**src/rtl/dm_port_arbiter_if.sv**
```systemverilog
// ---------------------------------------------------------------------------
// dm_port_arbiter_if
//   Bundles every signal between the data-memory arbiter, its two
//   requesters and the single-port data memory.
//
//   Requester A (pipeline MEM stage, priority):
//     a_req, a_we, a_addr, a_wdata  -> arbiter
//     a_gnt, a_stall, a_rvalid, a_rdata <- arbiter
//   Requester B (loader / debug port):
//     b_req, b_we, b_addr, b_wdata  -> arbiter
//     b_gnt, b_rvalid, b_rdata      <- arbiter
//   Memory side (1-cycle read latency):
//     mem_en, mem_we, mem_addr, mem_wdata <- arbiter
//     mem_rdata                           -> arbiter
//
//   Modports:
//     slave  - the arbiter's view
//     master - the view of whatever drives requests and models the memory
// ---------------------------------------------------------------------------
interface dm_port_arbiter_if #(
  parameter int AW = 16,
  parameter int DW = 16
);
  logic          a_req;
  logic          a_we;
  logic [AW-1:0] a_addr;
  logic [DW-1:0] a_wdata;
  logic          a_gnt;
  logic          a_stall;
  logic          a_rvalid;
  logic [DW-1:0] a_rdata;

  logic          b_req;
  logic          b_we;
  logic [AW-1:0] b_addr;
  logic [DW-1:0] b_wdata;
  logic          b_gnt;
  logic          b_rvalid;
  logic [DW-1:0] b_rdata;

  logic          mem_en;
  logic          mem_we;
  logic [AW-1:0] mem_addr;
  logic [DW-1:0] mem_wdata;
  logic [DW-1:0] mem_rdata;

  modport slave (
    input  a_req, a_we, a_addr, a_wdata,
    output a_gnt, a_stall, a_rvalid, a_rdata,
    input  b_req, b_we, b_addr, b_wdata,
    output b_gnt, b_rvalid, b_rdata,
    output mem_en, mem_we, mem_addr, mem_wdata,
    input  mem_rdata
  );

  modport master (
    output a_req, a_we, a_addr, a_wdata,
    input  a_gnt, a_stall, a_rvalid, a_rdata,
    output b_req, b_we, b_addr, b_wdata,
    input  b_gnt, b_rvalid, b_rdata,
    input  mem_en, mem_we, mem_addr, mem_wdata,
    output mem_rdata
  );
endinterface

```
**src/rtl/dm_port_arbiter.sv**
```systemverilog
// ---------------------------------------------------------------------------
// dm_port_arbiter
//   Shares a single-port data memory (1-cycle read latency) between the
//   pipeline MEM stage (requester A, normally wins) and a loader/debug port
//   (requester B). One access is granted per cycle; read data is routed back
//   to whichever requester owned the memory on the previous cycle. B is
//   protected from starvation by a wait counter that forces a grant once B
//   has waited MAX_WAIT cycles.
//
//   Parameters:
//     AW       address width
//     DW       data width
//     MAX_WAIT cycles B may wait before its grant is forced (1..15)
//
//   Ports:
//     clk    rising-edge clock
//     reset  asynchronous, ACTIVE-LOW reset
//     bus    dm_port_arbiter_if.slave (requester A/B and memory signals)
// ---------------------------------------------------------------------------
module dm_port_arbiter #(
  parameter int AW       = 16,
  parameter int DW       = 16,
  parameter int MAX_WAIT = 4
) (
  input  logic               clk,
  input  logic               reset,
  dm_port_arbiter_if.slave   bus
);

  localparam logic [3:0] L_MAX_WAIT = 4'(MAX_WAIT);

  logic [3:0]    r_waitCnt;
  logic          r_tagV;
  logic          r_tagOwner;
  logic [DW-1:0] r_aHold;
  logic [DW-1:0] r_bHold;

  logic          w_forceB;
  logic          w_aGnt;
  logic          w_bGnt;
  logic          w_memEn;
  logic          w_memWe;
  logic [AW-1:0] w_memAddr;
  logic [DW-1:0] w_memWdata;
  logic          w_aRvalid;
  logic          w_bRvalid;

  // Grant priority: starved B first, then A, then B. The reset term keeps
  // every grant low while reset is asserted, and releases them the very
  // first cycle reset goes high.
  always_comb begin
    w_forceB = 1'b0;
    w_aGnt   = 1'b0;
    w_bGnt   = 1'b0;
    if (reset) begin
      w_forceB = bus.b_req && (r_waitCnt == L_MAX_WAIT);
      if (w_forceB) begin
        w_bGnt = 1'b1;
      end else if (bus.a_req) begin
        w_aGnt = 1'b1;
      end else if (bus.b_req) begin
        w_bGnt = 1'b1;
      end
    end
  end

  // Memory port mux; an idle port drives zeros so nothing stray reaches it.
  always_comb begin
    w_memEn    = w_aGnt | w_bGnt;
    w_memWe    = 1'b0;
    w_memAddr  = '0;
    w_memWdata = '0;
    if (w_aGnt) begin
      w_memWe    = bus.a_we;
      w_memAddr  = bus.a_addr;
      w_memWdata = bus.a_wdata;
    end else if (w_bGnt) begin
      w_memWe    = bus.b_we;
      w_memAddr  = bus.b_addr;
      w_memWdata = bus.b_wdata;
    end
  end

  // The tag records who issued last cycle's read, so returning data goes
  // only to that owner even under back-to-back accesses.
  assign w_aRvalid = reset & r_tagV & ~r_tagOwner;
  assign w_bRvalid = reset & r_tagV &  r_tagOwner;

  assign bus.a_gnt     = w_aGnt;
  assign bus.b_gnt     = w_bGnt;
  assign bus.a_stall   = reset & bus.a_req & ~w_aGnt;
  assign bus.mem_en    = w_memEn;
  assign bus.mem_we    = w_memWe;
  assign bus.mem_addr  = w_memAddr;
  assign bus.mem_wdata = w_memWdata;
  assign bus.a_rvalid  = w_aRvalid;
  assign bus.b_rvalid  = w_bRvalid;

  // During the valid pulse the memory output passes straight through;
  // otherwise the last returned word is shown from the hold register.
  assign bus.a_rdata = w_aRvalid ? bus.mem_rdata : r_aHold;
  assign bus.b_rdata = w_bRvalid ? bus.mem_rdata : r_bHold;

  // Wait counter only counts cycles in which B is actually left waiting;
  // dropping the request forfeits the accumulated credit.
  always_ff @(posedge clk or negedge reset) begin
    if (!reset) begin
      r_waitCnt <= 4'd0;
    end else if (!bus.b_req || w_bGnt) begin
      r_waitCnt <= 4'd0;
    end else if (r_waitCnt < L_MAX_WAIT) begin
      r_waitCnt <= r_waitCnt + 4'd1;
    end
  end

  // Clearing the tag in reset discards any read that was in flight.
  always_ff @(posedge clk or negedge reset) begin
    if (!reset) begin
      r_tagV     <= 1'b0;
      r_tagOwner <= 1'b0;
    end else begin
      r_tagV     <= w_memEn & ~w_memWe;
      r_tagOwner <= w_bGnt;
    end
  end

  always_ff @(posedge clk or negedge reset) begin
    if (!reset) begin
      r_aHold <= '0;
      r_bHold <= '0;
    end else begin
      if (w_aRvalid) begin
        r_aHold <= bus.mem_rdata;
      end
      if (w_bRvalid) begin
        r_bHold <= bus.mem_rdata;
      end
    end
  end

endmodule

```
**src/flat_wrapper.sv**
```systemverilog
// flat-port wrapper written by rule: the top's interface ports become plain ports
module dm_port_arbiter_flat 
#(
  parameter int AW       = 16,
  parameter int DW       = 16,
  parameter int MAX_WAIT = 4
)
  (clk, reset, bus_a_req, bus_a_we, bus_a_addr, bus_a_wdata, bus_a_gnt, bus_a_stall, bus_a_rvalid, bus_a_rdata, bus_b_req, bus_b_we, bus_b_addr, bus_b_wdata, bus_b_gnt, bus_b_rvalid, bus_b_rdata, bus_mem_en, bus_mem_we, bus_mem_addr, bus_mem_wdata, bus_mem_rdata);
  dm_port_arbiter_if #(.AW(AW), .DW(DW)) bus_i ();
  input  logic clk;
  input  logic reset;
  input wire logic [$bits(bus_i.a_req)-1:0] bus_a_req;
  input wire logic [$bits(bus_i.a_we)-1:0] bus_a_we;
  input wire logic [$bits(bus_i.a_addr)-1:0] bus_a_addr;
  input wire logic [$bits(bus_i.a_wdata)-1:0] bus_a_wdata;
  output wire logic [$bits(bus_i.a_gnt)-1:0] bus_a_gnt;
  output wire logic [$bits(bus_i.a_stall)-1:0] bus_a_stall;
  output wire logic [$bits(bus_i.a_rvalid)-1:0] bus_a_rvalid;
  output wire logic [$bits(bus_i.a_rdata)-1:0] bus_a_rdata;
  input wire logic [$bits(bus_i.b_req)-1:0] bus_b_req;
  input wire logic [$bits(bus_i.b_we)-1:0] bus_b_we;
  input wire logic [$bits(bus_i.b_addr)-1:0] bus_b_addr;
  input wire logic [$bits(bus_i.b_wdata)-1:0] bus_b_wdata;
  output wire logic [$bits(bus_i.b_gnt)-1:0] bus_b_gnt;
  output wire logic [$bits(bus_i.b_rvalid)-1:0] bus_b_rvalid;
  output wire logic [$bits(bus_i.b_rdata)-1:0] bus_b_rdata;
  output wire logic [$bits(bus_i.mem_en)-1:0] bus_mem_en;
  output wire logic [$bits(bus_i.mem_we)-1:0] bus_mem_we;
  output wire logic [$bits(bus_i.mem_addr)-1:0] bus_mem_addr;
  output wire logic [$bits(bus_i.mem_wdata)-1:0] bus_mem_wdata;
  input wire logic [$bits(bus_i.mem_rdata)-1:0] bus_mem_rdata;
  assign bus_i.a_req = bus_a_req;
  assign bus_i.a_we = bus_a_we;
  assign bus_i.a_addr = bus_a_addr;
  assign bus_i.a_wdata = bus_a_wdata;
  assign bus_a_gnt = bus_i.a_gnt;
  assign bus_a_stall = bus_i.a_stall;
  assign bus_a_rvalid = bus_i.a_rvalid;
  assign bus_a_rdata = bus_i.a_rdata;
  assign bus_i.b_req = bus_b_req;
  assign bus_i.b_we = bus_b_we;
  assign bus_i.b_addr = bus_b_addr;
  assign bus_i.b_wdata = bus_b_wdata;
  assign bus_b_gnt = bus_i.b_gnt;
  assign bus_b_rvalid = bus_i.b_rvalid;
  assign bus_b_rdata = bus_i.b_rdata;
  assign bus_mem_en = bus_i.mem_en;
  assign bus_mem_we = bus_i.mem_we;
  assign bus_mem_addr = bus_i.mem_addr;
  assign bus_mem_wdata = bus_i.mem_wdata;
  assign bus_i.mem_rdata = bus_mem_rdata;
  dm_port_arbiter #(.AW(AW), .DW(DW), .MAX_WAIT(MAX_WAIT)) u_core (.clk(clk), .reset(reset), .bus(bus_i));
endmodule
```
**config.mk**
```make
export PLATFORM = sky130hd
export DESIGN_NAME = dm_port_arbiter_flat
export DESIGN_NICKNAME = d
export VERILOG_FILES = /design/src/rtl/dm_port_arbiter_if.sv /design/src/rtl/dm_port_arbiter.sv /design/src/flat_wrapper.sv
export SDC_FILE = /design/constraint.sdc
export NUM_CORES = 1
export LEC_CHECK = 0
export CAP_MARGIN = 40
export CELL_PAD_IN_SITES_DETAIL_PLACEMENT = 1
export CELL_PAD_IN_SITES_GLOBAL_PLACEMENT = 2
export CORE_MARGIN = 2
export CORE_UTILIZATION = 20
export CTS_BUF_LIST = sky130_fd_sc_hd__clkbuf_4 sky130_fd_sc_hd__clkbuf_8
export CTS_CLUSTER_SIZE = 14
export DETAILED_ROUTE_END_ITERATION = 12
export PLACE_DENSITY_LB_ADDON = 0.1
export RECOVER_POWER = 25
export SYNTH_ARGS = -nofsm -noshare
export SYNTH_HDL_FRONTEND = slang
export SYNTH_SLANG_ARGS = --single-unit
```
**constraint.sdc**
```tcl
create_clock -name clk -period 4.8 [get_ports clk]
set_input_delay 1.44 -clock clk [delete_from_list [all_inputs] [get_ports clk]]
set_output_delay 1.44 -clock clk [all_outputs]
set_load 0.005 [all_outputs]
```
# After elaboration in Yosys (flattened, before gate mapping)
# Index checks and enable logic that the tools add are counted.
# Widths: inputs -> output; s select.
dict set report word_totals {
  regBits 38
  out_inout_bits 71
  word_cells 39
}
dict set report op_classes {
  n_addsub 1
  magnitude_cmp 1
  eq_ne 1
  muxes 17
  bitwise 10
  reduce_logical 4
}
# op n
set op_table {}
lappend op_table {{$mux 16} 6}
lappend op_table {{$mux 1} 9}
lappend op_table {{$mux 4} 2}
lappend op_table {{$and 1x1->1} 6}
lappend op_table {{$add 4x1->4 const B} 1}
lappend op_table {{$eq 4x3->1 const B} 1}
lappend op_table {{$lt 4x3->1 const B} 1}
lappend op_table {{$not 1->1} 3}
lappend op_table {{$reduce_bool 2->1} 1}
lappend op_table {{$logic_and 1x1->1} 1}
lappend op_table {{$logic_not 1->1} 1}
lappend op_table {{$logic_or 1x1->1} 1}
lappend op_table {{$or 1x1->1} 1}

# Logic depth before layout (Yosys ltp)
dict set report depth {
  depth_word 8
  mapped_depth 7
  ltp_nobuf 6
}

# Worst setup path after synthesis
# OpenSTA, ideal clock, no wires.
dict set report synth_timing {
  path_type {input -> output}
  startpoint {in bus_a_req}
  endpoint {out bus_mem_wdata[10]}
  arrival_ns 2.193
  required_ns 3.360
  setup_slack_ns 1.167
  stages 5
  n_path_buf 2
  path_cell_list {inv_1 > o211a_1 > buf_6 > buf_6 > a22o_1}
}
dict set report synth_between {
  elab_chain_len 5
}
# item line_no
set synth_lines {}
lappend synth_lines {{start, declared} flat_wrapper.sv:12} ;# input wire logic [$bits(bus_i.a_req)-1:0] bus_a_req;
lappend synth_lines {{$mux 1} dm_port_arbiter.sv:59} ;# end else if (bus.a_req) begin
lappend synth_lines {{$mux 1} dm_port_arbiter.sv:57} ;# if (w_forceB) begin
lappend synth_lines {{$mux 1} dm_port_arbiter.sv:55} ;# if (reset) begin
lappend synth_lines {{via bus_b_gnt} flat_wrapper.sv:24} ;# output wire logic [$bits(bus_i.b_gnt)-1:0] bus_b_gnt;
lappend synth_lines {{$mux 16} dm_port_arbiter.sv:77} ;# end else if (w_bGnt) begin
lappend synth_lines {{$mux 16} dm_port_arbiter.sv:73} ;# if (w_aGnt) begin
lappend synth_lines {{end, declared} flat_wrapper.sv:30} ;# output wire logic [$bits(bus_i.mem_wdata)-1:0] bus_mem_wdata;
# The timed path passes the listed nets, and every way through them passes these cells.

# Worst setup path after layout
dict set report layout_timing {
  startpoint {in bus_b_req}
  endpoint {out bus_mem_wdata[5]}
}
dict set report layout_between {
  elab_chain_len 6
}
# item line_no
set layout_lines {}
lappend layout_lines {{start, declared} flat_wrapper.sv:20} ;# input wire logic [$bits(bus_i.b_req)-1:0] bus_b_req;
lappend layout_lines {{$mux 1} dm_port_arbiter.sv:61} ;# end else if (bus.b_req) begin
lappend layout_lines {{$mux 1} dm_port_arbiter.sv:59}
lappend layout_lines {{$mux 1} dm_port_arbiter.sv:57}
lappend layout_lines {{$mux 1} dm_port_arbiter.sv:55}
lappend layout_lines {{$mux 16} dm_port_arbiter.sv:77}
lappend layout_lines {{$mux 16 (*)} dm_port_arbiter.sv:73}
# Mark *: on every way between the ends. The rest lies on a longest branch, timed or not.

==> parameters.txt <==
Parameter                              Value

Outcome
  Status    finished clean

Worst setup path
  Cell family with most CP delay    buffers and inverters
  Worst setup path startpoint    bus_b_req
  Crit path largest cell delay    0.49 ns
  Crit Path Class    input port to output port
  Required time at the endpoint of the critical path    3.36 ns
  Flop2flop setup slack    3.27 ns
  Crit path to    bus_mem_wdata[5]
  Worst setup SP type    input port
  Startpoint of the most critical register-to-register path    u_core.r_waitCnt[0]
  Sort of element at the end of the critical path    output port
  Critical-path maximum fanout    20
  Cell seen most often among critical-path stages    clkdlybuf4s50_1
  Count of cells along the worst register-to-register path    5
  Worst Path Arrival    3.19 ns
  CP Cell Sequence    clkdlybuf4s50_1, nand4b_1, nand3_1, clkinv_1, buf_4, a22o_1, clkdlybuf4s50_1
  Highest-delay cell along the critical path    clkdlybuf4s50_1
  Terminus of the critical flop-to-flop path    u_core.r_waitCnt[2]
  Critical path buffers and inverters    4
  Cell depth of the worst setup path    7

Placement
  Routability-driven placement congestion ratio    0.715
  IO buf count    156
  Post-Place Cell Area    3590 um2
  HPWL after detailed placement    5620 um
  DP Cell Count    411

Route
  Post-detailed-route wirelength per cell    16.2 um
  Residual DRC    0
  TritonRoute pass-1 iters    3
  Via density per instance    4.43
  Detailed Route Iter0 Violations    54
  Number of nets still failing antenna checks after routing    0
  Total number of vias    1850
  Routed wire length    6790 um

Power
  Power density normalized to cell area    283 nW/um2
  Leak Pwr    1.58 nW
  Maximum vdd drop    0.114 mV
  Total power after layout    0.00104 W

STA
  Final Slew Violations    0
  Final hold viol count    0
  Final critical-path required period    4.63 ns
  TNS Setup    0 ns
  Measured slew at the worst slew-check pin    0.977 ns
  Maximum achievable frequency    216 MHz
  Normalized max-slew margin    0.349
  Final period utilization    0.964
  Clock skew after layout    0.00680 ns
  Setup violations, final    0
  RSZ-0062 raised after global routing    false
  Hold slack    0.496 ns

Logic synthesis
  Total of warnings raised by yosys    0
  Share of the synthesized area in the top cell type    0.511
  Synth area leader    dfrtp_1
  Main area contributors after synthesis    dfrtp_1, mux2_2, a22o_1, buf_6, inv_1
  Count of cell types in the netlist    22
  Post-synthesis cell area    1860 um2
  Most frequent cell after synthesis    dfrtp_1
  Number of cells produced by synthesis    141
  Commonest register cell after synthesis    dfrtp_1
  FFs w/ async S/R, synth    1.00
  Sequential share of the synthesized area    0.511
  Nets in the synthesized netlist    229
  EDFF count, synth    0
  Avg Cell Area, Syn    13.2 um2
  Most used standard cells in the synthesized netlist    dfrtp_1, a22o_1, mux2_2
  Flops & latches, synth    38

Finish
  Finished Layout Cells    418
  Number of nets at the end of the flow    395
  Post-route standard cell area excluding fillers    3690 um2
  Signed area change from the synthesized netlist to the final layout    98.1%
  Fraction of final layout cells sized beyond drive strength 1    0.166
  N_diodes    0
  Fill cell total of the finished layout    1005

Floorplanning
  Total number of placement rows    35
  Total Die Area    10100 um2
  X dimension of the die    100 um
  Number of I/O pins    157
  Die height    100 um
  Starting Density    0.203
  Core region area    9150 um2

Global routing
  Initial antenna violation count    0
  Number of global-route vias before repair    2072
  Maximum number of pins on one net before global-route repair    22
  Global route total overflow    0
  Wire length of the first global-routing pass    10400 um
  Global-route usage over all layers    0.135

Min path
  Min-Delay Path Class    flop to flop
  Hold path startpoint    u_core.r_aHold[3]

Clock tree
  Buffers inserted by post-CTS timing repair    0
  Sinks on the clock net    38
  Clock latency reported for the late side of the worst-skew pair    0.29 ns
  TritonCTS Buffers    5
  Clock edge transition at the registers on the reported setup and hold paths    0.07 ns
  Quantity of gates resized following cts    0
  Cell chosen for the clock root    clkbuf_8
  CTS Hold Bufs    0
  TritonCTS clock tree    done
  Clock H-tree levels    2
  Buffers from clock root to sink, at most    2

Job
  Max-capacitance violation count    0
[cell type report]
cell class / count / area, um2 / area share
clock buffers: 6 / 82.6 / 0.0224
repair buffers: 168 / 1640 / 0.446
inverters: 9 / 33.8 / 0.00916
well taps: 111 / 139 / 0.0377
flip-flops and latches: 38 / 951 / 0.258
multi-input cells: 85 / 807 / 0.219
clock inverters: 1 / 30.0 / 0.00814
[per-stage QoR]
| stage | utilization | setup WS (ns) |
|---|---|---|
| 2_1_floorplan | - | 1.17 |
| 3_3_place_gp | 0.392 | 0.170 |
| 3_5_place_dp | 0.392 | 0.137 |
| 4_1_cts | 0.405 | 0.127 |
| 5_1_grt | 0.403 | 0.0336 |
| 6_report | 0.403 | 0.170 |
[report_power, final]
part,internal [W],switching (W)
clock,0.000166,0.000106
sequential,0.000381,0.0000145
combinational,0.000258,0.000118
total,0.000805,0.000239
[sequential cells by signal, summed over array words and instances (netlist names)]
| name | flops |
|---|---|
| u_core.r_tagV | 1 |
| u_core.r_waitCnt | 4 |
| u_core.r_tagOwner | 1 |
| u_core.r_bHold | 16 |
| u_core.r_aHold | 16 |
[how the worst min path moves through the flow]
stage	endpoint	cells past startpoint
floorplan	u_core.r_bHold[0]	1
global placement	u_core.r_aHold[13]	1
detailed placement	u_core.r_aHold[2]	1
CTS	u_core.r_bHold[7]	1
global route	u_core.r_aHold[14]	1
finish	u_core.r_aHold[3]	1
[layer usage]
layer,GRT usage,wire [um],vias to the layer above
li1,-,-,859
met4,0.0411,86,0
met5,0,0,-
met2,0.233,3310,107
met3,0.0576,738,5
met1,0.151,2660,879
[cells in the final DEF (no fill, tap or decap), types with 2 or more instances in the layout]
master	instances
inv_1	8
a21oi_1	2
clkbuf_8	6
buf_4	7
clkbuf_1	4
clkdlybuf4s50_1	155
dfrtp_1	38
a22o_1	33
mux2_2	33
ha_1	2
and3_1	3
[cell families (layout without fill, tap and decap cells)]
| group | after synthesis | after routing | synth area share |
|---|---|---|---|
| buffers and inverters | 18 | 184 | 0.0558 |
| flip-flops | 38 | 38 | 0.511 |
| AO/OA/AOI/OAI | 38 | 38 | 0.173 |
| AND/OR/NAND/NOR | 11 | 11 | 0.0423 |
| XOR/XNOR | 1 | 1 | 0.00471 |
| adder cells (fa/ha/maj) | 2 | 2 | 0.0134 |
| multiplexers | 33 | 33 | 0.200 |
(Power assumes the default switching activity.)
